[src/rtl/pipe_ctl_pkg.sv]
// rtl/pipe_ctl_pkg.sv - shared types and constants for the pipeline controller
// Purpose: FSM state encoding, PC width and default flush length used by
//          pipe_ctl and flush_cnt.
// Ports:   none (package).
package pipe_ctl_pkg;

  localparam int PC_W             = 64;
  localparam int FLUSH_CYCLES_DEF = 2;
  localparam int CNT_W            = 2;

  typedef enum logic [1:0] {
    ST_RUN   = 2'd0,
    ST_DRAIN = 2'd1,
    ST_FLUSH = 2'd2,
    ST_FENCE = 2'd3
  } state_e;

endpackage

[src/rtl/flush_cnt.sv]
// rtl/flush_cnt.sv - loadable down-counter with zero flag
// Purpose: counts the remaining IF/ID clear cycles after a redirect.
// Ports:   clk, rst_n (async active-low), load_i/load_val_i (load value),
//          dec_i (decrement, saturates at 0), zero_o (count is 0).
module flush_cnt
  import pipe_ctl_pkg::*;
(
  input  logic             clk,
  input  logic             rst_n,
  input  logic             load_i,
  input  logic [CNT_W-1:0] load_val_i,
  input  logic             dec_i,
  output logic             zero_o
);

  logic [CNT_W-1:0] cnt_q;

  always_ff @(posedge clk or negedge rst_n) begin
    if (!rst_n) begin
      cnt_q <= '0;
    end else if (load_i) begin
      cnt_q <= load_val_i;
    end else if (dec_i && (cnt_q != '0)) begin
      cnt_q <= cnt_q - 1'b1;
    end
  end

  assign zero_o = (cnt_q == '0);

endmodule

[src/rtl/pipe_ctl.sv]
// rtl/pipe_ctl.sv - pipeline stall/flush/redirect controller
// Purpose: decides stalls, bubbles and PC redirects for the IF/ID and ID/EX
//          registers from hazards, branches, traps and (optionally) fence.i.
// Config:  macro FENCE_I_EN adds fence_i, fence_pc, ic_inv_done, ic_inv_req.
// Ports:   clk, rst_n (async active-low); if_busy, mem_busy, load_use;
//          bj_en/bj_pc, trap_en/trap_pc; stall/clear for IF/ID and ID/EX;
//          redir_en/redir_pc one-cycle redirect; state_o debug state.
module pipe_ctl
  import pipe_ctl_pkg::*;
#(
  parameter int FLUSH_CYCLES = FLUSH_CYCLES_DEF
) (
  input  logic            clk,
  input  logic            rst_n,
  input  logic            if_busy,
  input  logic            mem_busy,
  input  logic            load_use,
  input  logic            bj_en,
  input  logic [PC_W-1:0] bj_pc,
  input  logic            trap_en,
  input  logic [PC_W-1:0] trap_pc,
`ifdef FENCE_I_EN
  input  logic            fence_i,
  input  logic [PC_W-1:0] fence_pc,
  input  logic            ic_inv_done,
  output logic            ic_inv_req,
`endif
  output logic            stall_if_id,
  output logic            clear_if_id,
  output logic            stall_id_ex,
  output logic            clear_id_ex,
  output logic            redir_en,
  output logic [PC_W-1:0] redir_pc,
  output logic [1:0]      state_o
);

  state_e          state_q, state_d;
  logic [PC_W-1:0] pc_q, pc_d;
  logic            cnt_load, cnt_dec, cnt_zero;
  logic            go;
  logic [PC_W-1:0] go_pc;
  logic            s_ifid, c_ifid, s_idex, c_idex;
`ifdef FENCE_I_EN
  logic            inv_req;
`endif

  flush_cnt u_flush_cnt (
    .clk        (clk),
    .rst_n      (rst_n),
    .load_i     (cnt_load),
    .load_val_i (CNT_W'(FLUSH_CYCLES > 1 ? FLUSH_CYCLES - 2 : 0)),
    .dec_i      (cnt_dec),
    .zero_o     (cnt_zero)
  );

  always_comb begin
    state_d  = state_q;
    pc_d     = pc_q;
    cnt_load = 1'b0;
    cnt_dec  = 1'b0;
    go       = 1'b0;
    go_pc    = '0;
    s_ifid   = 1'b0;
    c_ifid   = 1'b0;
    s_idex   = 1'b0;
    c_idex   = 1'b0;
`ifdef FENCE_I_EN
    inv_req  = 1'b0;
`endif
    case (state_q)
      ST_RUN: begin
        if (trap_en) begin
          if (!mem_busy) begin
            go    = 1'b1;
            go_pc = trap_pc;
          end else begin
            pc_d    = trap_pc;
            s_ifid  = 1'b1;
            s_idex  = 1'b1;
            state_d = ST_DRAIN;
          end
        end else if (bj_en) begin
          go    = 1'b1;
          go_pc = bj_pc;
`ifdef FENCE_I_EN
        end else if (fence_i) begin
          inv_req = 1'b1;
          s_ifid  = 1'b1;
          s_idex  = 1'b1;
          pc_d    = fence_pc;
          state_d = ST_FENCE;
`endif
        end else if (load_use) begin
          s_ifid = 1'b1;
          c_idex = 1'b1;
        end else if (if_busy || mem_busy) begin
          s_ifid = 1'b1;
          s_idex = 1'b1;
        end
      end
      ST_DRAIN: begin
        // Redirect only once the outstanding access retires; new
        // traps/branches here are wrong-path and dropped.
        if (mem_busy) begin
          s_ifid = 1'b1;
          s_idex = 1'b1;
        end else begin
          go    = 1'b1;
          go_pc = pc_q;
        end
      end
      ST_FLUSH: begin
        c_ifid = 1'b1;
        s_idex = mem_busy;
        if (trap_en) begin
          if (!mem_busy) begin
            go    = 1'b1;
            go_pc = trap_pc;
          end else begin
            pc_d    = trap_pc;
            s_ifid  = 1'b1;
            s_idex  = 1'b1;
            state_d = ST_DRAIN;
          end
        end else if (cnt_zero) begin
          state_d = ST_RUN;
        end else begin
          cnt_dec = 1'b1;
        end
      end
`ifdef FENCE_I_EN
      ST_FENCE: begin
        if (ic_inv_done) begin
          go    = 1'b1;
          go_pc = pc_q + PC_W'(4);
        end else begin
          inv_req = 1'b1;
          s_ifid  = 1'b1;
          s_idex  = 1'b1;
        end
      end
`endif
      default: state_d = ST_RUN;
    endcase

    // Redirect cycle itself is the first IF/ID clear cycle.
    if (go) begin
      c_ifid = 1'b1;
      c_idex = 1'b1;
      s_idex = 1'b0;
      if (FLUSH_CYCLES > 1) begin
        state_d  = ST_FLUSH;
        cnt_load = 1'b1;
      end else begin
        state_d = ST_RUN;
      end
    end
  end

  always_ff @(posedge clk or negedge rst_n) begin
    if (!rst_n) begin
      state_q <= ST_RUN;
      pc_q    <= '0;
    end else begin
      state_q <= state_d;
      pc_q    <= pc_d;
    end
  end

  // Outputs are forced low while reset is held, regardless of inputs.
  assign stall_if_id = rst_n & s_ifid & ~c_ifid;
  assign clear_if_id = rst_n & c_ifid;
  assign stall_id_ex = rst_n & s_idex & ~c_idex;
  assign clear_id_ex = rst_n & c_idex;
  assign redir_en    = rst_n & go;
  assign redir_pc    = (rst_n && go) ? go_pc : '0;
  assign state_o     = state_q;
`ifdef FENCE_I_EN
  assign ic_inv_req  = rst_n & inv_req;
`endif

endmodule

[config.mk]
export PLATFORM = sky130hd
export DESIGN_NAME = pipe_ctl
export DESIGN_NICKNAME = d
export VERILOG_FILES = /design/src/rtl/pipe_ctl_pkg.sv /design/src/rtl/flush_cnt.sv /design/src/rtl/pipe_ctl.sv
export SDC_FILE = /design/constraint.sdc
export NUM_CORES = 1
export LEC_CHECK = 0
export BUFFER_PORTS_ARGS = -buffer_cell sky130_fd_sc_hd__buf_2
export CORE_ASPECT_RATIO = 1.2
export CORE_MARGIN = 3
export CORE_UTILIZATION = 44
export CTS_CLUSTER_DIAMETER = 60
export DETAILED_ROUTE_END_ITERATION = 7
export GPL_ROUTABILITY_DRIVEN = 1
export HOLD_SLACK_MARGIN = 0.03
export PLACE_DENSITY = 0.85
export SETUP_SLACK_MARGIN = 0.1
export SKIP_LAST_GASP = 1
export SYNTH_ARGS = -nofsm -noshare
export SYNTH_HDL_FRONTEND = slang
export SYNTH_SLANG_ARGS = --single-unit
[constraint.sdc]
create_clock -name clk -period 1.7 [get_ports clk]
set_input_delay 0 -clock clk [delete_from_list [all_inputs] [get_ports clk]]
set_output_delay 0 -clock clk [all_outputs]
set_load 0.03 [all_outputs]
==> metrics.txt <==
critical path's slowest cell dfrtp_2; origin of the worst setup path state_o[1]; Ports 206; outcome finished, violations left; Mapped Area a little under 5000 µm²; chip width 103.0 µm; number of H-tree levels 3; Final Instance Area between 8000 and 9000 µm²; CP bufs+invs 5; wire per inst 21.55 µm; Sw Pwr around 4.2 mW; CTS tree done; GR Overflow Total 0; Post-DP HPWL 11.53 mm; sequential power share 27.5%; Placed Area 6683 µm²; worst-margin pin slew 0.5824 ns; syn avg cell area 9.058 µm²; Final Hold Viols 0; n_diodes 0; clock root cell clkbuf_16; DIE AREA ~13000 µm²; final std cells w/o fill 986; clk slew on worst S/H paths 0.06 ns; First-pass DRT Iterations 5; combinational fraction of design power 57.1%; Internal 6.408 mW; post-synth net total 688; Tightest Hold Check Type in -> reg; clock share of power between 10% and 20%; DRC 0; CP Launch Type flop; CTS buffer count 9; family with the most delay on the worst path buffers and inverters; post-synthesis sequential area ratio approximately 34%; Final Worst Setup Slack -0.5742 ns; max_slew headroom about three fifths; Inst Count DP just under 900; Leak Pwr roughly 3.6 nW; worst path required time 1.70 ns; synthesized instance count between 500 and 600; RSZ-0062 raised after global routing yes; Crit Path Class reg -> out; Slew Viols, Final 0; antenna violations before repair 0; Area Growth Syn to Fin 74.44%; area of the multi-input gates 3438 µm²; Fillers 563; Worst-Skew Late Latency 0.33 ns; Max Clock Freq roughly 440 MHz; library cells used by synthesis 38; DR vias/cell 5.910; maxcap violations 0; Post-layout nets 995; IO Port Bufs 205; pre-CTS setup slack -0.2192 ns; vias in the first global route 6220; Layout Utilization between 80% and 90%; Seq. cell area 1704 µm²; layout cells sized above 1 53.09%; Final Total Pwr 10.62 mW; first-pass GRT wire length 31.15 mm; Synth Warn # 0; GRT Total Usage 31.99%; CTS max path bufs 2; Peak VDD IR around 0.73 mV; # clock sinks 68; Worst Path Max Fanout 8; #FFs+latches synth 68; final setup vio count 137; Initial Util 46.07%; FF-to-FF Start state_o[0]; minimum clock period 2.274 ns; die height 122.3 µm; largest net degree at the start of global routing between 60 and 70; CP cell instances inv_2 -> ha_2 -> and2b_2 -> a211oi_4 -> or2_4 -> buf_12 -> buf_6 -> buf_12 -> a21oi_4 -> buf_6; TNS Setup -47.97 ns; WL final 21.24 mm; fin crit share 133.8%; Final Skew 0.009511 ns; crit-path max cell delay about 0.42 ns; via count between 5000 and 6000; core area 10770 µm²; hold_sp trap_en; failing checks negative setup slack; sw frac 39.67%; Initial DRC Count 403; Hold Worst Slack slightly below 0.3 ns; pwr dens 1227 nW/µm²; Rows 41; post-route antenna net violation count 0; Worst EP arrival 2.27 ns; gp weighted congestion 0.8403; CP endpoint kind output port
==> timing repair <==
action / in CTS / in global routing
gates cloned: 9 / 6
pin swaps: 6 / 4
gates resized for setup: 140 / 19
hold endpoints to repair: 88 / 0
hold buffers: 65 / 0
buffers inserted: 20 / 6
setup endpoints to repair: 137 / 137
==> cells in the mapped netlist <==
library cell	n	area, µm²
a21o_2	1	8.760
nand2_2	2	12.51
a21oi_4	5	81.33
nor3b_1	1	7.510
buf_12	6	120.1
nand2b_1	2	12.51
nand3_1	58	290.3
clkbuf_1	20	75.07
a211oi_4	1	20.02
clkbuf_2	1	5.000
xnor2_1	1	8.760
mux2_2	64	720.7
and2_1	1	6.260
inv_1	5	18.77
a21oi_2	52	455.4
nand3_2	1	10.01
dfrtp_1	68	1702
nor2b_1	1	6.260
a21boi_0	1	7.510
buf_1	1	3.750
a21o_1	59	442.9
nor2_1	8	30.03
a22oi_1	6	45.04
o21ai_0	3	15.01
and3b_1	2	17.52
a21oi_1	10	50.05
a2111o_1	1	11.26
ha_1	5	62.56
and2b_2	1	8.760
nand2_1	127	476.7
a211oi_1	3	22.52
buf_4	11	82.58
inv_2	2	7.510
nor3_1	3	15.01
buf_2	8	40.04
o22ai_1	1	6.260
buf_6	4	45.04
or2_1	2	12.51
==> power groups by stage <==
stage	registers (mW)	clock network (mW)	logic, mW
4_1_cts	2.84	1.66	5.69
2_1_floorplan	2.77	0	3.46
5_1_grt	2.98	1.73	6.35
6_report	2.92	1.64	6.06
3_5_place_dp	2.85	0	4.67
3_3_place_gp	2.79	0	4.46
==> placed cells by master, fill, tap and decap left out, types with 7 or more instances in the layout <==
cell             n
nand2_1        126
nand3_1         58
buf_4           39
a21oi_2          7
buf_2          150
clkbuf_16       12
mux2_2          60
a21o_1          59
buf_6           60
buf_12          16
dfrtp_1         66
a21oi_4         58
dlygate4sd3_1   65
==> worst reg2reg max path: cells and delay by family, from the launching register on <==
family | cells | cell delay (ns)
and+or+nand+nor | 2 | 0.36
buffers and inverters | 4 | 0.60
muxes | 1 | 0.33
DFF | 1 | 0.40
adders and majority gates | 1 | 0.17
==> final timing paths <==
kind | slack [ns] | end | cells after the start
worst max-delay path | -0.57 | redir_pc[30] | 10
worst min-delay path | 0.29 | u_flush_cnt.cnt_q[1] | 5
worst max register to register | -0.28 | pc_q[26] | 8
worst min register to register | 0.50 | pc_q[33] | 1
max in group asynchronous | 0.48 | state_o[1] | 4
min in group asynchronous | 0.31 | pc_q[63] | 3
==> final cells by class <==
class,instances,area share (%)
clock buffers,13,2.890
inverters,7,0.3324
multi-input cells,423,39.71
flip-flops and latches,68,19.68
well taps,129,1.864
repair buffers,346,35.52
==> flip-flops by register name, summed over array words and instances, names as in the netlist <==
signal and flops:
u_flush_cnt.cnt_q 2, pc_q 64, state_o 2
==> logic make-up (layout without fill, tap and decap cells) <==
| logic type | Yosys count | in the layout | synth area share, % |
|---|---|---|---|
| fa+ha+maj | 5 | 5 | 1.260 |
| xor+xnor | 1 | 1 | 0.1765 |
| flops | 68 | 68 | 34.28 |
| mux | 64 | 64 | 14.52 |
| compound gates | 143 | 143 | 23.49 |
| simple gates | 209 | 210 | 18.25 |
| buf+inv | 58 | 366 | 8.016 |
==> routing by layer <==
metal	GRT usage, %	vias to the layer above	wire [µm]	share of wire (%)
li1	-	2515	-	-
met1	34.08	2819	7240	34
met3	6.310	97	1851	8.7
met4	17.73	0	1001	4.7
met2	57.87	396	11150	52
met5	0	-	0	0
(Power assumes the default switching activity.)
